[src/rtl/cr_had_sync_tx.sv]
// ============================================================================
// Module   : cr_had_sync_tx
// Purpose  : clk2-side lossless event transmitter over a four-phase req/ack
//            handshake toward a clk1-domain receiver.
// Revision : 1.0 - initial release
// ============================================================================
`timescale 1ns/1ps
`default_nettype none

module cr_had_sync_tx #(
    parameter int CNT_W = 4
) (
    input  logic             clk2,
    input  logic             rst2_b,
    input  logic             evt_in,
    input  logic             ack_in,
    output logic             req_out,
    output logic             busy_out,
    output logic             done_out,
    output logic             ovf_out,
    output logic [CNT_W-1:0] pend_out
);

    typedef enum logic [1:0] {
        ST_IDLE  = 2'd0,
        ST_REQ   = 2'd1,
        ST_ACKLO = 2'd2
    } state_t;

    localparam logic [CNT_W-1:0] PEND_MAX = {CNT_W{1'b1}};
    localparam logic [CNT_W-1:0] PEND_ONE = {{(CNT_W-1){1'b0}}, 1'b1};

    state_t           state_q, state_d;
    logic             ack_ff1_q, ack_ff2_q;
    logic             req_q, req_d;
    logic             done_q, done_d;
    logic             ovf_q, ovf_d;
    logic             busy_q, busy_d;
    logic [CNT_W-1:0] pend_q, pend_d;

    logic             ack_s;
    logic             start;
    logic             acc;

    always_comb begin
        ack_s   = ack_ff2_q;
        start   = (state_q == ST_IDLE) && !ack_s && (evt_in || (pend_q != '0));
        // A full counter still accepts an event when a start frees a slot.
        ovf_d   = evt_in && (pend_q == PEND_MAX) && !start;
        acc     = evt_in && !ovf_d;

        case ({acc, start})
            2'b10:   pend_d = pend_q + PEND_ONE;
            2'b01:   pend_d = pend_q - PEND_ONE;
            default: pend_d = pend_q;
        endcase

        state_d = state_q;
        req_d   = req_q;
        done_d  = 1'b0;
        case (state_q)
            ST_IDLE: begin
                if (start) begin
                    state_d = ST_REQ;
                    req_d   = 1'b1;
                end
            end
            ST_REQ: begin
                if (ack_s) begin
                    state_d = ST_ACKLO;
                    req_d   = 1'b0;
                end
            end
            ST_ACKLO: begin
                if (!ack_s) begin
                    state_d = ST_IDLE;
                    done_d  = 1'b1;
                end
            end
            default: begin
                state_d = ST_IDLE;
                req_d   = 1'b0;
            end
        endcase

        busy_d = (state_d != ST_IDLE) || (pend_d != '0);
    end

    always_ff @(posedge clk2 or negedge rst2_b) begin
        if (!rst2_b) begin
            state_q   <= ST_IDLE;
            ack_ff1_q <= 1'b0;
            ack_ff2_q <= 1'b0;
            req_q     <= 1'b0;
            done_q    <= 1'b0;
            ovf_q     <= 1'b0;
            busy_q    <= 1'b0;
            pend_q    <= '0;
        end else begin
            state_q   <= state_d;
            ack_ff1_q <= ack_in;
            ack_ff2_q <= ack_ff1_q;
            req_q     <= req_d;
            done_q    <= done_d;
            ovf_q     <= ovf_d;
            busy_q    <= busy_d;
            pend_q    <= pend_d;
        end
    end

    assign req_out  = req_q;
    assign done_out = done_q;
    assign ovf_out  = ovf_q;
    assign busy_out = busy_q;
    assign pend_out = pend_q;

endmodule

`default_nettype wire

[config.mk]
export PLATFORM = sky130hd
export DESIGN_NAME = cr_had_sync_tx
export DESIGN_NICKNAME = d
export VERILOG_FILES = /design/src/rtl/cr_had_sync_tx.sv
export SDC_FILE = /design/constraint.sdc
export NUM_CORES = 1
export LEC_CHECK = 0
export CORE_AREA = 5 5 43 45
export DETAILED_ROUTE_END_ITERATION = 10
export DIE_AREA = 0 0 48 50
export PLACE_DENSITY_LB_ADDON = 0.2
export SLEW_MARGIN = 20
export SYNTH_ARGS = -nofsm -noshare
export SYNTH_HDL_FRONTEND = slang
export SYNTH_SLANG_ARGS = --single-unit
[constraint.sdc]
create_clock -name clk2 -period 3.38 [get_ports clk2]
set_clock_uncertainty 0.15 [all_clocks]
set_input_delay 0.845 -clock clk2 [delete_from_list [all_inputs] [get_ports clk2]]
set_output_delay 0.845 -clock clk2 [all_outputs]
set_load 0.05 [all_outputs]
==> results of run 1 <==
==> placed cells by master (no fill, tap or decap) <==
cell type / instances
a21oi_1: 3
a21oi_2: 1
a31o_2: 1
a41oi_1: 1
and2_1: 1
and3_1: 1
and4_4: 1
buf_4: 2
clkbuf_4: 3
clkbuf_8: 1
clkdlybuf4s50_1: 11
dfrtp_1: 12
ha_1: 1
inv_1: 1
mux2_2: 1
nand2_1: 3
nand2b_1: 1
nand3b_1: 1
nand4_1: 1
nor2_1: 8
nor3_1: 1
nor3b_1: 1
nor4_1: 1
o211ai_1: 1
o21a_1: 1
o21ai_0: 2
o221ai_1: 1
o31ai_1: 1
or2_2: 1
or3_1: 1
or4_1: 1
xnor2_1: 1
xor2_1: 3
==> worst max-delay path by stage <==
stage / from / end / cells after the start
global route: ack_ff2_q / busy_out / 8
detailed placement: evt_in / busy_out / 8
finish: evt_in / busy_out / 8
CTS: evt_in / busy_out / 8
floorplan: pend_out[1] / busy_out / 9
global placement: evt_in / busy_out / 8
==> cell families after synthesis <==
| kind of cell | Yosys count |
|---|---|
| xor+xnor | 4 |
| simple gates | 23 |
| buf+inv | 4 |
| flops | 12 |
| mux | 1 |
| compound gates | 12 |
| fa+ha+maj | 1 |
==> power by group <==
group	switching, W	total, W	leakage, nW	internal, W
registers	0.0000640	0.000249	0.145	0.000185
logic	0.000215	0.000361	0.151	0.000146
clock network	0.0000534	0.000119	0.0210	0.0000656
==> sequential cells by signal (all words and copies together) (netlist names) <==
signal / flops
pend_out: 4
busy_out: 1
req_out: 1
done_out: 1
ack_ff1_q: 1
ack_ff2_q: 1
ovf_out: 1
state_q: 2
==> metrics by stage <==
| step | power (W) | instance area (um2) | worst slack [ns] | cells | util |
|---|---|---|---|---|---|
| after CTS | 0.000735 | 751 | 0.508 | 87 | 0.523 |
| after detailed placement | 0.000615 | 714 | 0.207 | 83 | 0.497 |
| final | 0.000729 | 751 | 0.508 | 87 | 0.523 |
| after global placement | 0.000614 | 714 | 0.222 | 83 | 0.497 |
| after global routing | 0.000781 | 751 | 0.290 | 87 | 0.523 |
| after floorplan | 0.000517 | 591 | 0.455 | 57 | - |
==> worst reg2reg max path: cells and delay by family, from the launching register on <==
kind,cells,cell delay (ns)
compound gates,2,0.28
xor+xnor,1,0.18
fa+ha+maj,1,0.25
flops,1,0.43
simple gates,4,1.46
==> routing by layer <==
metal / routed length (um) / part of all wire
met1: 485 / 0.46
met2: 462 / 0.43
met3: 69 / 0.065
met4: 46 / 0.043
met5: 0 / 0
==> area by class of cell <==
class	instances	area [um2]	share of cell area
Sequential cell	12	300	0.400
Multi-Input combinational cell	41	265	0.353
Timing Repair Buffer	13	125	0.167
Clock buffer	4	36.3	0.0483
Tap cell	16	20.0	0.0267
Inverter	1	3.75	0.00500
==> summary.md, run 1 <==
| Metric | Value |
|---|---|
| Status | finished clean |
| Lkg Pwr | 0.318 nW |
| RSZ-0062 raised after global routing | no |
| Hold path startpoint | ack_ff1_q |
| Via Count | 463 |
| Hold WC Path Type | reg2reg |
| GP Congestion | 0.770 |
| Post-Synth Adder-Cell Area | 0.0212 |
| Final setup violating endpoints | 0 |
| Fin crit share | 0.850 |
| Core area | 1440 um2 |
| DIE AREA | 2400 um2 |
| Pwr Density | 971 nW/um2 |
| Clock slew at reported path FFs | 0.08 ns |
| Routed Antenna Nets | 0 |
| Most common library cells after synthesis | 12 x dfrtp_1, 8 x nor2_1, 3 x a21oi_1, 3 x nand2_1, 3 x xor2_1 |
| Post-CTS sizing | 0 |
| Max stage delay on crit path | 0.47 ns |
| Antenna cells | 0 |
| EDFF count, synth | 0 |
| Top cells by area, synth | dfrtp_1 51%, nor2_1 5.1%, xor2_1 4.4% |
| Reg2Reg Depth | 8 |
| Row count | 14 |
| Dpl hpwl | 759 um |
| Cell taking the most area after synthesis | dfrtp_1 |
| CP Capture Type | flop |
| GR Layer Usage met1 | 0.134 |
| Met2 usage | 0.137 |
| Starting DRC count in detailed routing | 5 |
| CP Class | in2reg |
| Largest net degree at the start of global routing | 13 |
| Post-Synth XOR/XNOR Area | 0.0593 |
| Distinct cells, synth | 32 |
| Initial antenna violation count | 0 |
| Top-area cell type share of the netlist area | 0.508 |
| Routed WL | 1.06 mm |
| M3 GR Usage | 0.0436 |
| Hold Path Sink | ack_ff2_q |
| Crit-path cells | clkdlybuf4s50_1, nor3_1, xor2_1, ha_1, nand2b_1, o21ai_0, o211ai_1, or4_1 |
| Total gr overflow | 0 |
| Post-Syn Nets | 62 |
| Die width | 48 um |
| CTS tree | done |
| Die height | 50 um |
| Mux share of post-synthesis cell area | 0.0191 |
| IO buf count | 11 |
| # clock sinks | 12 |
| Drt first pass iters | 4 |
| Main combinational cell family by area after synthesis | simple AND/OR/NAND/NOR gates |
| Worst-Skew Late Latency | 0.28 ns |
| Clock buffer depth | 2 |
| Synth Register Bits | 12 |
| Busiest layer in global routing | met2 |
| DR vias/cell | 5.32 |
| CTS root buffer | clkbuf_4 |
| Top_reg_cell synth | dfrtp_1 |
| # Max-Cap Violations | 0 |
| CTS Hold Bufs | 0 |
| Buf/Inv on CP | 1 |
| Total CTS buffers | 3 |
| Global-route wire length before repair | 1.78 mm |
| Hold path cells | 0 |
| Post-Synthesis Cells | 57 |
| Fill count | 130 |
| # DRC | 0 |
| Setup Fix Bufs, Post-CTS | 0 |
| Share of synthesized cell area in and, or, nand and nor gates | 0.210 |
| R2R setup slack | 0.51 ns |
| Worst-Margin Slew | 0.549 ns |
| Final Slew Violations | 0 |
| Final Critical Period | 2.87 ns |
| Largest delay share family, worst path | simple AND/OR/NAND/NOR gates |
| Hold Violations, Final | 0 |
| WP data required | 3.39 ns |
| GRT Resource Usage Total | 0.110 |
| Async SR Flop Fraction | 1.00 |
| Cell with the most instances after synthesis | dfrtp_1 |
| FF-to-FF Start | ack_ff2_q |
| Setup_tns | 0 ns |
| Synthesized area | 591 um2 |
| Crit-path slowest cell | or4_1 |
| Sequential fraction of the synthesis area | 0.508 |
| Syn-to-layout area delta | 27.1% |
| Initial cell density of the core | 0.411 |
| Avg WL per Cell | 12.2 um |
| Relative slew slack | 0.633 |
| Nets@finish | 77 |
| Fmax | 0.348 GHz |
| Mean Syn Cell Area | 10.4 um2 |
| Synth Area in Compound Gates | 0.140 |
| Worst-path maximum fanout | 2 |
| Number of global-route vias before repair | 406 |
| CP startpoint kind | primary input |
| Final worst hold slack | 0.209 ns |
| H-tree levels | 1 |
| Critical Path AT | 2.88 ns |
| Yosys warns | 0 |
| Reg2reg end | busy_out |
| Peak VDD IR | 0.000362 V |
| Share of cells above drive strength 1 | 0.155 |
| I/O pin count | 12 |
(Power assumes the default switching activity.)
==> inputs of run 2 (changes only) <==
Settings changed: CORE_AREA 5 5 43 45 to 5 5 44 46, DIE_AREA 0 0 48 50 to 0 0 49 51.
Clock period 3.38 ns to 2.6 ns, I/O delays scaled along.
==> summary.md, run 2 (synthesis results as in run 1) <==
| Metric | Value |
|---|---|
| # Max-Cap Violations | 0 (unchanged) |
| # DRC | 0 (unchanged) |
| Dpl hpwl | 925 um (was 759 um) |
| Fill count | 140 (was 130) |
| Final setup violating endpoints | 0 (unchanged) |
| Clock buffer depth | 2 (unchanged) |
| Drt first pass iters | 4 (unchanged) |
| Row count | 14 (unchanged) |
| DIE AREA | 2500 um2 (was 2400 um2) |
| Initial cell density of the core | 0.401 (was 0.411) |
| RSZ-0062 raised after global routing | no (unchanged) |
| Worst-Skew Late Latency | 0.27 ns (was 0.28 ns) |
| GRT Resource Usage Total | 0.109 (was 0.110) |
| Routed Antenna Nets | 0 (unchanged) |
| Antenna cells | 0 (unchanged) |
| Most common cell after layout, fill and taps aside | buf_4 (was dfrtp_1) |
| Status | finished clean (unchanged) |
| CP Class | reg2reg (was in2reg) |
| Layout Utilization | 0.586 (was 0.523) |
| Routed WL | 1.22 mm (was 1.06 mm) |
| CP startpoint kind | flop (was primary input) |
| Lkg Pwr | 0.372 nW (was 0.318 nW) |
| Final Critical Period | 2.49 ns |
| Total gr overflow | 0 (unchanged) |
| Starting DRC count in detailed routing | 8 (was 5) |
| Fmax | 0.401 GHz |
| Commonest non-fill, non-tap cells in the layout | 11 x buf_4, 10 x clkdlybuf4s50_1, 9 x dfrtp_1 (was 12 x dfrtp_1, 11 x clkdlybuf4s50_1, 8 x nor2_1) |
| Largest net degree at the start of global routing | 13 (unchanged) |
| Pwr Density | 1220 nW/um2 (was 971 nW/um2) |
| Nets@finish | 86 (was 77) |
| Relative slew slack | 0.654 (was 0.633) |
| Core area | 1470 um2 (was 1440 um2) |
| H-tree levels | 1 (unchanged) |
| Final Slew Violations | 0 (unchanged) |
| Number of global-route vias before repair | 482 (was 406) |
| Avg WL per Cell | 12.7 um (was 12.2 um) |
| CP Capture Type | flop (unchanged) |
| Hold Violations, Final | 0 (unchanged) |
| CTS tree | done (unchanged) |
| Clock slew at reported path FFs | 0.07 ns (was 0.08 ns) |
| GP Congestion | 0.776 (was 0.770) |
| Hold WC Path Type | reg2reg (unchanged) |
| CTS root buffer | clkbuf_4 (unchanged) |
| Worst-Margin Slew | 0.518 ns (was 0.549 ns) |
| DR vias/cell | 5.27 (was 5.32) |
| IO buf count | 11 (unchanged) |
| # clock sinks | 12 (unchanged) |
| Via Count | 506 (was 463) |
| Final worst hold slack | 0.206 ns (was 0.209 ns) |
| Initial antenna violation count | 0 (unchanged) |
| Max reg flops | 4 (unchanged) |
| Fin crit share | 0.959 |
| Die height | 51 um (was 50 um) |
| Worst-path maximum fanout | 2 (unchanged) |
| Critical Path AT | 2.47 ns (was 2.88 ns) |
| Syn-to-layout area delta | 46.0% (was 27.1%) |
| Total CTS buffers | 3 (unchanged) |
| Die width | 49 um (was 48 um) |
| I/O pin count | 12 (unchanged) |
| WP data required | 2.58 ns (was 3.39 ns) |
| Global-route wire length before repair | 2.13 mm (was 1.78 mm) |
| Peak VDD IR | 0.000664 V (was 0.000362 V) |
| Share of cells above drive strength 1 | 0.350 (was 0.155) |
-- run 2: cell count changes in the layout (fill, tap and decap cells not counted), sizes merged --
cell | before | now
dlymetal6s2s | 0 | 1
buf | 2 | 11
clkdlybuf4s50 | 11 | 10
-- run 2: power by group --
group	internal, W	total (W)	leakage (nW)	switching (W)
Sequential	0.000246	0.000311	0.142	0.0000645
Clock	0.0000593	0.000115	0.0150	0.0000554
Combinational	0.000269	0.000623	0.215	0.000355
Total	0.000575	0.00105	0.372	0.000474
-- run 2: repair_timing --
| item | CTS | global route |
|---|---|---|
| buffers inserted | 0 | 2 |
| resized for setup | 1 | 1 |
| setup endpoints to repair | 1 | 1 |
| pin swaps | 0 | 2 |
| hold buffers | 0 | 0 |
| hold endpoints to repair | 0 | 0 |
-- run 2: worst max-delay path, cell delays in order (launching register included) --
cell     delay (ns)
dfrtp_1        0.38
or3_4          0.41
nor3_4         0.14
xor2_1         0.17
ha_2           0.20
and4_4         0.20
a21oi_2        0.04
xnor2_1        0.14
or4_1          0.53
-- run 2: per-layer routing --
metal	global-route usage	wire length [um]	vias to the layer above
li1	-	-	249
met1	0.132	542	229
met2	0.170	557	26
met3	0.0610	112	2
met4	0.0269	4	0
met5	0	0	-
-- run 2: area by class of cell --
class / instances / area (um2) / area share
Multi-Input combinational cell: 41 / 313 / 0.363
Sequential cell: 12 / 304 / 0.353
Timing Repair Buffer: 22 / 195 / 0.226
Clock buffer: 4 / 26.3 / 0.0305
Tap cell: 16 / 20.0 / 0.0232
Inverter: 1 / 3.75 / 0.00435
-- run 2: worst paths after layout --
kind / slack, ns / start / cells past startpoint / endpoint
setup / recovery: 0.11 / ack_ff2_q / 8 / busy_out
hold / removal: 0.21 / ack_ff1_q / 0 / ack_ff2_q
setup reg to reg: 0.11 / ack_ff2_q / 8 / busy_out
hold reg to reg: 0.21 / ack_ff1_q / 0 / ack_ff2_q
max in group asynchronous: 1.35 / rst2_b / 1 / pend_out[2]
min in group asynchronous: 0.57 / rst2_b / 1 / state_q[0]
-- run 2: through the flow --
step                TNS [ns]  instance area (um2)  power, W  setup WS, ns  std cells
floorplan            -0.0295                  646  0.000753       -0.0295         57
global route               0                  862   0.00112       0.00381         96
CTS                        0                  845   0.00106        0.0302         94
finish                     0                  862   0.00105         0.106         96
global placement      -0.171                  813  0.000923        -0.171         90
detailed placement    -0.244                  813  0.000931        -0.244         90
==> inputs of run 3 (changes only) <==
Settings changed: ABC_AREA set to 1, HOLD_SLACK_MARGIN set to 0.12.
Clock period 2.6 ns to 2.9 ns, I/O delays scaled along.
==> summary.md, run 3 <==
| Metric | Value |
|---|---|
| Status | finished clean (unchanged) |
| Crit-path slowest cell | clkdlybuf4s50_1 (was or4_1) |
| Hold path cells | 0 (unchanged) |
| Crit-path cells | clkdlybuf4s50_1 (was or3_4, nor3_4, xor2_1, ha_2, and4_4, a21oi_2, xnor2_1, or4_1) |
| Final Slew Violations | 0 (unchanged) |
| Total CTS buffers | 3 (unchanged) |
| Hold WC Path Type | reg2reg (unchanged) |
| Fin crit share | 0.862 |
| Post-DP Area | 762 um2 (was 813 um2) |
| DIE AREA | 2500 um2 (unchanged) |
| Row count | 14 (unchanged) |
| Share of cells above drive strength 1 | 0.151 (was 0.350) |
| Lkg Pwr | 0.408 nW (was 0.372 nW) |
| Starting DRC count in detailed routing | 5 (was 8) |
| Max reg flops | 4 (unchanged) |
| Multi-input logic area | 275 um2 (was 313 um2) |
| DR vias/cell | 4.90 (was 5.27) |
| Final setup violating endpoints | 0 (unchanged) |
| Most common library cells after synthesis | 17 x nand2_1, 14 x inv_1, 12 x dfrtp_1, 7 x nand3_1, 6 x nor2_1 (was 12 x dfrtp_1, 8 x nor2_1, 3 x a21oi_1, 3 x nand2_1, 3 x xor2_1) |
| CP startpoint kind | flop (unchanged) |
| CP Class | reg2out (was reg2reg) |
| Post-Syn Nets | 83 (was 62) |
| Post-Synthesis Cells | 78 (was 57) |
| Commonest non-fill, non-tap cells in the layout | 17 x nand2_1, 14 x inv_1, 12 x dfrtp_1 (was 11 x buf_4, 10 x clkdlybuf4s50_1, 9 x dfrtp_1) |
| Final Instance Area | 798 um2 (was 862 um2) |
| Reg2reg end | busy_out (unchanged) |
| Sequential fraction of the synthesis area | 0.475 (was 0.508) |
| Final Power | 0.000898 W (was 0.00105 W) |
| Yosys warns | 0 (unchanged) |
| Dpl hpwl | 901 um (was 925 um) |
| Worst-path maximum fanout | 7 (was 2) |
| Finished Layout Cells | 109 (was 96) |
| Setup_tns | 0 ns (unchanged) |
| CTS root buffer | clkbuf_4 (unchanged) |
| Routed Antenna Nets | 0 (unchanged) |
| Setup Fix Bufs, Post-CTS | 0 (unchanged) |
| I/O pin count | 12 (unchanged) |
| Synth Register Bits | 12 (unchanged) |
| CTS Hold Bufs | 0 (unchanged) |
| WP data required | 2.03 ns (was 2.58 ns) |
| Cell taking the most area after synthesis | dfrtp_1 (unchanged) |
| # Max-Cap Violations | 0 (unchanged) |
| R2R setup slack | 0.89 ns (was 0.11 ns) |
| Syn-to-layout area delta | 26.3% (was 46.0%) |
| Initial antenna violation count | 0 (unchanged) |
| Hold Violations, Final | 0 (unchanged) |
| FF-to-FF Start | pend_out[1] (was ack_ff2_q) |
| Number of global-route vias before repair | 504 (was 482) |
| H-tree levels | 1 (unchanged) |
| Post-CTS sizing | 0 (was 1) |
| # DRC | 0 (unchanged) |
| Via Count | 534 (was 506) |
| Top_reg_cell synth | dfrtp_1 (unchanged) |
| Async SR Flop Fraction | 1.00 (unchanged) |
| Top-area cell type share of the netlist area | 0.475 (was 0.508) |
| Relative slew slack | 0.662 (was 0.654) |
| CP Capture Type | primary output (was flop) |
| Drt first pass iters | 2 (was 4) |
| Total gr overflow | 0 (unchanged) |
| Hold path startpoint | ack_ff1_q (unchanged) |
| Die height | 51 um (unchanged) |
| Die width | 49 um (unchanged) |
| CTS tree | done (unchanged) |
| Pwr Density | 1130 nW/um2 (was 1220 nW/um2) |
| # clock sinks | 12 (unchanged) |
| Synthesized area | 632 um2 (was 591 um2) |
| Routed WL | 1.15 mm (was 1.22 mm) |
| Reg2Reg Depth | 12 (was 8) |
| IO buf count | 11 (unchanged) |
| Cell with the most instances after synthesis | nand2_1 (was dfrtp_1) |
| Distinct cells, synth | 18 (was 32) |
| Fill count | 141 (was 140) |
| Mean Syn Cell Area | 8.10 um2 (was 10.4 um2) |
| Nets@finish | 99 (was 86) |
| Top cells by area, synth | dfrtp_1 48%, nand2_1 10%, inv_1 8.3% (was dfrtp_1 51%, nor2_1 5.1%, xor2_1 4.4%) |
| Most common cell after layout, fill and taps aside | nand2_1 (was buf_4) |
| Largest net degree at the start of global routing | 13 (unchanged) |
| Antenna cells | 0 (unchanged) |
| Final Critical Period | 2.50 ns |
| Clock buffer depth | 2 (unchanged) |
| Peak VDD IR | 0.000555 V (was 0.000664 V) |
| EDFF count, synth | 0 (unchanged) |
| Critical Path AT | 1.62 ns (was 2.47 ns) |
| Core area | 1470 um2 (unchanged) |
| Clock slew at reported path FFs | 0.07 ns (about the same) |
| Fmax | 0.400 GHz |
| Hold Path Sink | ack_ff2_q (unchanged) |
| Placed insts | 105 (was 90) |
| Global-route wire length before repair | 2.10 mm (was 2.13 mm) |
| GRT Resource Usage Total | 0.107 (was 0.109) |
| RSZ-0062 raised after global routing | no (unchanged) |
| Buf/Inv on CP | 1 (was 0) |
| Largest delay share family, worst path | buffers and inverters (was simple AND/OR/NAND/NOR gates) |
| Worst-Margin Slew | 0.506 ns (was 0.518 ns) |
| Reg area | 300 um2 (was 304 um2) |
| Initial cell density of the core | 0.429 (was 0.401) |
| Max stage delay on crit path | 0.86 ns (was 0.53 ns) |
| GP Congestion | 0.788 (was 0.776) |
| Avg WL per Cell | 10.6 um (was 12.7 um) |
| Worst-Skew Late Latency | 0.27 ns (about the same) |
run 3: changes by cell type after synthesis, sizes merged, moves of 2 or more:
cell	delta
a21oi	-3
buf	-2
inv	+14
nand2	+19
nand3	+8
nand4	+2
nor3	+3
xor2	-2
run 3: worst max-delay path by stage:
stage,startpoint,to,depth (start not counted)
floorplan,pend_out[1],busy_out,12
global placement,evt_in,busy_out,12
detailed placement,evt_in,busy_out,12
CTS,pend_out[1],pend_out[1],1
global route,pend_out[0],pend_out[0],1
finish,pend_out[0],pend_out[0],1
run 3: report_power, final:
group	internal [W]	switching [W]	leakage, nW	total (W)
logic	0.000165	0.000319	0.245	0.000484
clock network	0.0000762	0.0000504	0.0210	0.000127
registers	0.000219	0.0000686	0.142	0.000287
total	0.000460	0.000438	0.408	0.000898
run 3: cell type report:
cell class                      instances  area share
Multi-Input combinational cell         51       0.345
Inverter                               15      0.0705
Sequential cell                        12       0.376
Timing Repair Buffer                   11       0.138
Tap cell                               16      0.0251
Clock buffer                            4      0.0455
run 3: logic make-up after synthesis:
kind of cell | synth area share
flops | 0.475
fa+ha+maj | 0.0198
xor+xnor | 0.0139
compound gates | 0.0436
buf+inv | 0.0891
simple gates | 0.358
run 3: per-stage QoR:
| stage | util | setup slack (ns) | hold WS (ns) |
|---|---|---|---|
| detailed placement | 0.518 | 0.270 | 0.186 |
| global route | 0.543 | 0.343 | 0.207 |
| finish | 0.543 | 0.400 | 0.200 |
| CTS | 0.543 | 0.394 | 0.201 |
| floorplan | - | 0.823 | 0.181 |
| global placement | 0.518 | 0.278 | 0.183 |
run 3: routing by layer:
metal / vias up / wire length (um) / global-route usage
met5: - / 0 / 0
met4: 0 / 9 / 0.0269
met3: 2 / 92 / 0.0523
met2: 13 / 503 / 0.163
met1: 243 / 546 / 0.137
li1: 276 / - / -
